**src/rtl/stream_argmax.sv**
```systemverilog
// Streaming argmax: tracks the largest element of a vector and its first position,
// then presents value/index/count until the consumer takes the result.
module stream_argmax #(
    parameter int DATA_W  = 32,
    parameter int MAX_LEN = 256,
    parameter bit SIGNED  = 1'b1
) (
    input  logic                        clk,
    input  logic                        rst_n,
    input  logic                        in_valid,
    output logic                        in_ready,
    input  logic [DATA_W-1:0]           in_data,
    input  logic                        in_last,
    output logic                        out_valid,
    input  logic                        out_ready,
    output logic [DATA_W-1:0]           out_value,
    output logic [$clog2(MAX_LEN)-1:0]  out_index,
    output logic [$clog2(MAX_LEN):0]    out_count,
    output logic                        out_ovf
);
    localparam int IDX_W = $clog2(MAX_LEN);
    localparam logic [IDX_W:0] LAST_CNT = (IDX_W+1)'(MAX_LEN);

    typedef enum logic {ACC, OUT} state_t;
    state_t state, state_nxt;

    logic [IDX_W:0]    cnt, cnt_nxt;
    logic [DATA_W-1:0] best, new_best;
    logic [IDX_W-1:0]  best_idx, new_idx;
    logic              xfer, gt, take, done;

    always_comb begin
        if (SIGNED) gt = $signed(in_data) > $signed(best);
        else        gt = in_data > best;
    end

    // first beat always wins; later beats only on a strict increase so ties keep the earliest index
    assign xfer     = in_valid && in_ready;
    assign take     = (cnt == '0) || gt;
    assign cnt_nxt  = cnt + 1'b1;
    assign done     = xfer && (in_last || (cnt_nxt == LAST_CNT));
    assign new_best = take ? in_data : best;
    assign new_idx  = take ? cnt[IDX_W-1:0] : best_idx;

    always_ff @(posedge clk) begin
        if (!rst_n) state <= ACC;
        else        state <= state_nxt;
    end

    always_comb begin
        state_nxt = state;
        in_ready  = 1'b0;
        out_valid = 1'b0;
        case (state)
            ACC: begin
                in_ready = 1'b1;
                if (done) state_nxt = OUT;
            end
            OUT: begin
                out_valid = 1'b1;
                if (out_ready) state_nxt = ACC;
            end
            default: state_nxt = ACC;
        endcase
    end

    always_ff @(posedge clk) begin
        if (!rst_n) begin
            cnt       <= '0;
            best      <= '0;
            best_idx  <= '0;
            out_value <= '0;
            out_index <= '0;
            out_count <= '0;
            out_ovf   <= 1'b0;
        end else begin
            if (xfer) begin
                cnt      <= cnt_nxt;
                best     <= new_best;
                best_idx <= new_idx;
            end
            if (done) begin
                out_value <= new_best;
                out_index <= new_idx;
                out_count <= cnt_nxt;
                // truncation only when the length limit, not in_last, ended the vector
                out_ovf   <= !in_last;
            end
            if (out_valid && out_ready) cnt <= '0;
        end
    end
endmodule

```
**config.mk**
```make
export PLATFORM = sky130hd
export DESIGN_NAME = stream_argmax
export DESIGN_NICKNAME = d
export VERILOG_FILES = /design/src/rtl/stream_argmax.sv
export SDC_FILE = /design/constraint.sdc
export NUM_CORES = 1
export LEC_CHECK = 0
export CAP_MARGIN = 5
export CORE_MARGIN = 2
export CORE_UTILIZATION = 54
export CTS_CLUSTER_DIAMETER = 50
export DETAILED_ROUTE_END_ITERATION = 16
export PLACE_DENSITY_LB_ADDON = 0.1
export SYNTH_ARGS = -nofsm -noshare
export SYNTH_HDL_FRONTEND = slang
export SYNTH_SLANG_ARGS = --single-unit
export TNS_END_PERCENT = 10
```
**constraint.sdc**
```tcl
create_clock -name clk -period 3.4 [get_ports clk]
set_input_delay 0.34 -clock clk [delete_from_list [all_inputs] [get_ports clk]]
set_output_delay 0.34 -clock clk [all_outputs]
set_load 0.005 [all_outputs]
```
* Word level (Yosys, flattened, before mapping) *
Index checks and enable logic that the tools add are counted.
Widths: inputs -> output; s select.

word-level totals
  register bits after elaboration = 100
  input port bits = 37
  output and inout port bits = 52

cells by class
  $add $sub $neg = 1
  $lt $le $gt $ge = 1
  equal/unequal tests = 1
  multiplexer cells = 7
  bitwise operators = 2
  reductions and logical operators = 8

operators with widths
  cell                 count
  $gt 32x32->1         1
  $mux 32              1
  $add 9x1->9 const B  1
  $eq 9x9->1 const B   1
  $logic_not 9->1      1
  $mux 8               1
  $mux 1               4
  $logic_and 1x1->1    3
  $logic_or 1x1->1     2
  $not 1->1            2
  $pmux 1 s2           1
  $reduce_or 2->1      1
  $logic_not 1->1      1

* Longest topological paths before layout *
  depth after elaboration = 6
  depth in mapped cells = 11
  depth with buffers taken out = 9

* Least setup slack after synthesis *
OpenSTA, ideal clock, no wires.

  path type = register to register
  start point = register best[31]
  end point = register out_value[25]
  arrival = 2301 ps
  data required time = 3278 ps
  slack = 977 ps
  cell stages (with the launch flop) = 12
  cells stage by stage = dfxtp_1 > inv_1 > ha_1 > nand4_2 > nor4_4 > nand2_1 > a31oi_2 > o311ai_2 > buf_6 > clkbuf_1 > and3_1 > o311a_1

on the way
  word-level cells in the longest chain between the ends = 3

ends and longest elaborated chain
  item                    line  text
  from (decl)             28    logic [DATA_W-1:0] best, new_best;
  from (signal assigned)  79    best <= new_best;
  $gt 32x32->1            33    if (SIGNED) gt = $signed(in_data) > $signed(best);
  $logic_or 1x1->1        39    assign take = (cnt == '0) || gt;
  $mux 32                 42    assign new_best = take ? in_data : best;
  to (signal assigned)    83    out_value <= new_best;
  to (decl)               16    output logic [DATA_W-1:0] out_value,

No other way between the ends.
A chain may end at the register's enable or synchronous reset.

* Worst setup path after layout *
  start point = register cnt[0]
  end point = register out_value[17]

on the way
  word-level cells in the longest chain between the ends = 4

ends and longest elaborated chain
  item                    line  text
  from (decl)             27    logic [IDX_W:0] cnt, cnt_nxt;
  from (signal assigned)  78    cnt <= cnt_nxt;
  $add 9x1->9             40    assign cnt_nxt = cnt + 1'b1;
  $eq 9x9->1              41    assign done = xfer && (in_last || (cnt_nxt == LAST_CNT));
  $logic_or 1x1->1        41
  $logic_and 1x1->1       41

Several ways; a longest one is shown, not always the timed one.

==> results_dict.tcl <==
set metrics [dict create \
    initial_core_util_pct 55.2 \
    register_area_um2 2000 \
    diodes 0 \
    grt_pass1_vias 4530 \
    mostFrequentLayoutCells "nand2_1 (111), dfxtp_1 (100), clkdlybuf4s50_1 (87)" \
    final_cells 849 \
    grt.busiest_layer "met2" \
    fin_skew_ps 15.3 \
    die_w_um 107 \
    clk_pin_slew_ps 90 \
    ant_nets 0 \
    period_minus_slack_ps 2930 \
    slew_headroom_pct 45.9 \
    ios 89 \
    crit_arrival_ps 3180 \
    grt_max_degree 76 \
    synth_edf_count 0 \
    rsz0062_at_grt "no" \
    ys_seq_area_share_pct 35.3 \
    clock-sinks 100 \
    first_pass_iters 4 \
    finalHoldViolCount 0 \
    tightest_slew_ps 809 \
    async_flop_share_pct 0 \
    cp-end-kind "flip-flop" \
    vias 4705 \
    holdBufCountCts 0 \
    numCtsBuffers 9 \
    setup_violations 0 \
    clk_latency_ps 370 \
    row_count 37 \
    synth_seq_cells 100 \
    fin_crit_sh_pct 86.2 \
    synthCells 649 \
    gr-usage-met3_pct 2.76 \
    cp.required_ps 3650 \
    met1_usage_pct 29.6 \
    met2_usage_pct 37.3 \
    cap_violations 0 \
    min_from "best_idx[7]$_SDFFE_PN0P_" \
    slew_viol_final 0 \
    finalSetupTns_ps 0 \
    leakage_nw 3.00 \
    groute.usage.overall_pct 22.3 \
    antenna_found_initial 0 \
    die_area_um2 11300 \
    wl_per_cell_um 14.7 \
    synth_warnings 0 \
    min_path_type "reg -> reg" \
    synth.avg_cell_area_um2 8.74 \
    core_um2 10300 \
    drt_first_iter_violations 180 \
    synthesis.area_um2 5670 \
    grt_pass1_wl_um 21000 \
    dp.final_hpwl_um 8540 \
    fillers 900 \
    ys.flop_type "dfxtp_1" \
    status "finished clean" \
    syn_nets 721 \
    multi_input_area_um2 3270 \
    post-place-cells 833 \
    ys_types 50 \
    root_buffer "clkbuf_8" \
    final_common_cell "nand2_1" \
    cts_tree "built" \
    cts.repair.resized 0 \
    start_kind "flip-flop" \
    ctsHtreeMaxLevel 3 \
    globalplace.congestion 0.900 \
    nets 780 \
    clock_path_buffers 2 \
    synthToLayoutAreaGrowth_pct 19.2 \
    routed_wl_um 12500 \
    portBuffers 88 \
    route.detailed.drc 0 \
    path_max_fanout 22 \
    drive_above_1_share_pct 5.75 \
    peakVddDrop_mv 0.227 \
    power_density_nw_per_um2 385 \
    grt_remaining_overflow 0 \
    max_freq_mhz 341 \
    die_h_um 107 \
    r2r-start "cnt[0]$_SDFFE_PP0P_" \
    path_class "reg -> reg" \
    cp-startpoint "cnt[0]$_SDFFE_PP0P_" \
    post-cts-setup-buffer-count 0 \
    viasPerCell 5.54 \
]
[where the power goes]
| part | leakage, nW | switching [mW] | total [mW] | internal, mW |
|---|---|---|---|---|
| Clock | 0.0961 | 0.402 | 0.707 | 0.305 |
| Combinational | 2.08 | 0.313 | 0.604 | 0.291 |
| Sequential | 0.820 | 0.0460 | 1.29 | 1.24 |
| Total | 3.00 | 0.761 | 2.60 | 1.84 |
[cell usage after synthesis, types with 2 or more instances]
| cell | instances | area [µm²] |
|---|---|---|
| a21oi_2 | 2 | 17.5 |
| clkbuf_1 | 27 | 101 |
| nand2_1 | 112 | 420 |
| nor3_1 | 2 | 10.0 |
| nor3b_1 | 2 | 15.0 |
| dfxtp_1 | 100 | 2000 |
| xnor2_1 | 7 | 61.3 |
| or2b_1 | 2 | 15.0 |
| and2_1 | 6 | 37.5 |
| nor2_1 | 23 | 86.3 |
| nor4_1 | 2 | 12.5 |
| xor2_1 | 8 | 70.1 |
| ha_1 | 35 | 438 |
| mux2i_1 | 39 | 390 |
| o21ai_0 | 7 | 35.0 |
| buf_2 | 8 | 40.0 |
| and3_1 | 40 | 250 |
| buf_4 | 10 | 75.1 |
| nand3_1 | 5 | 25.0 |
| nand4_1 | 6 | 37.5 |
| a21o_1 | 2 | 15.0 |
| a21boi_0 | 32 | 240 |
| o211a_1 | 7 | 70.1 |
| nor2b_1 | 2 | 12.5 |
| inv_1 | 36 | 135 |
| buf_6 | 7 | 78.8 |
| and4_1 | 2 | 17.5 |
| a21oi_1 | 19 | 95.1 |
| o311a_1 | 40 | 400 |
| nand2b_1 | 39 | 244 |
[final timing paths]
| path | end | slack, ps | cells after the start |
|---|---|---|---|
| max | out_value[17]$_SDFFE_PN0P_ | 470 | 8 |
| min | best_idx[7]$_SDFFE_PN0P_ | 460 | 2 |
| max reg2reg | out_value[17]$_SDFFE_PN0P_ | 470 | 8 |
| min reg2reg | best_idx[7]$_SDFFE_PN0P_ | 460 | 2 |
[per-stage QoR]
| stage | power [mW] | worst slack [ps] | util (%) | hold WS [ps] | cell area [µm²] |
|---|---|---|---|---|---|
| final | 2.60 | 468 | 65.8 | 463 | 6760 |
| after global routing | 2.74 | 282 | 65.8 | 485 | 6760 |
| after CTS | 2.62 | 509 | 65.8 | 465 | 6760 |
| after detailed placement | 1.92 | 208 | 64.0 | 444 | 6580 |
| after global placement | 1.90 | 288 | 64.0 | 439 | 6580 |
| after floorplan | 1.68 | 977 | - | 430 | 5670 |
[registers in the layout, indices dropped and copies added (netlist names)]
name / count
best: 32
out_value: 32
cnt: 9
out_count: 9
best_idx: 8
out_index: 8
out_ovf: 1
state: 1
[metal layers]
layer,vias to the layer above,wire [µm],part of all wire (%)
met2,95,5930,47
met1,2227,5970,48
li1,2369,-,-
met5,-,0,0
met3,14,428,3.4
met4,0,171,1.4
[cell families (layout without fill, tap and decap cells)]
logic type / count (synthesis) / in the layout / synth area share, %
flip-flops: 100 / 100 / 35.3
AO/OA/AOI/OAI: 120 / 120 / 17.5
AND/OR/NAND/NOR: 252 / 252 / 22.8
buffers and inverters: 88 / 152 / 7.59
XOR/XNOR: 15 / 15 / 2.32
adder cells (fa/ha/maj): 35 / 35 / 7.72
multiplexers: 39 / 39 / 6.88
[critical path, stage by stage, from the launching register on]
cell	delay, ps
dfxtp_1	520
ha_1	310
and2_4	200
nand2_2	60
or4_4	440
a2111oi_4	450
a21oi_4	180
buf_4	260
o311a_1	390
[cell type report]
class	instances	area share [%]
flip-flops and latches	100	29.6
inverters	36	2.00
well taps	136	2.52
clock inverters	4	0.352
repair buffers	100	14.9
multi-input cells	461	48.4
clock buffers	12	2.29
Note: power is estimated with default switching activity, not from simulation.
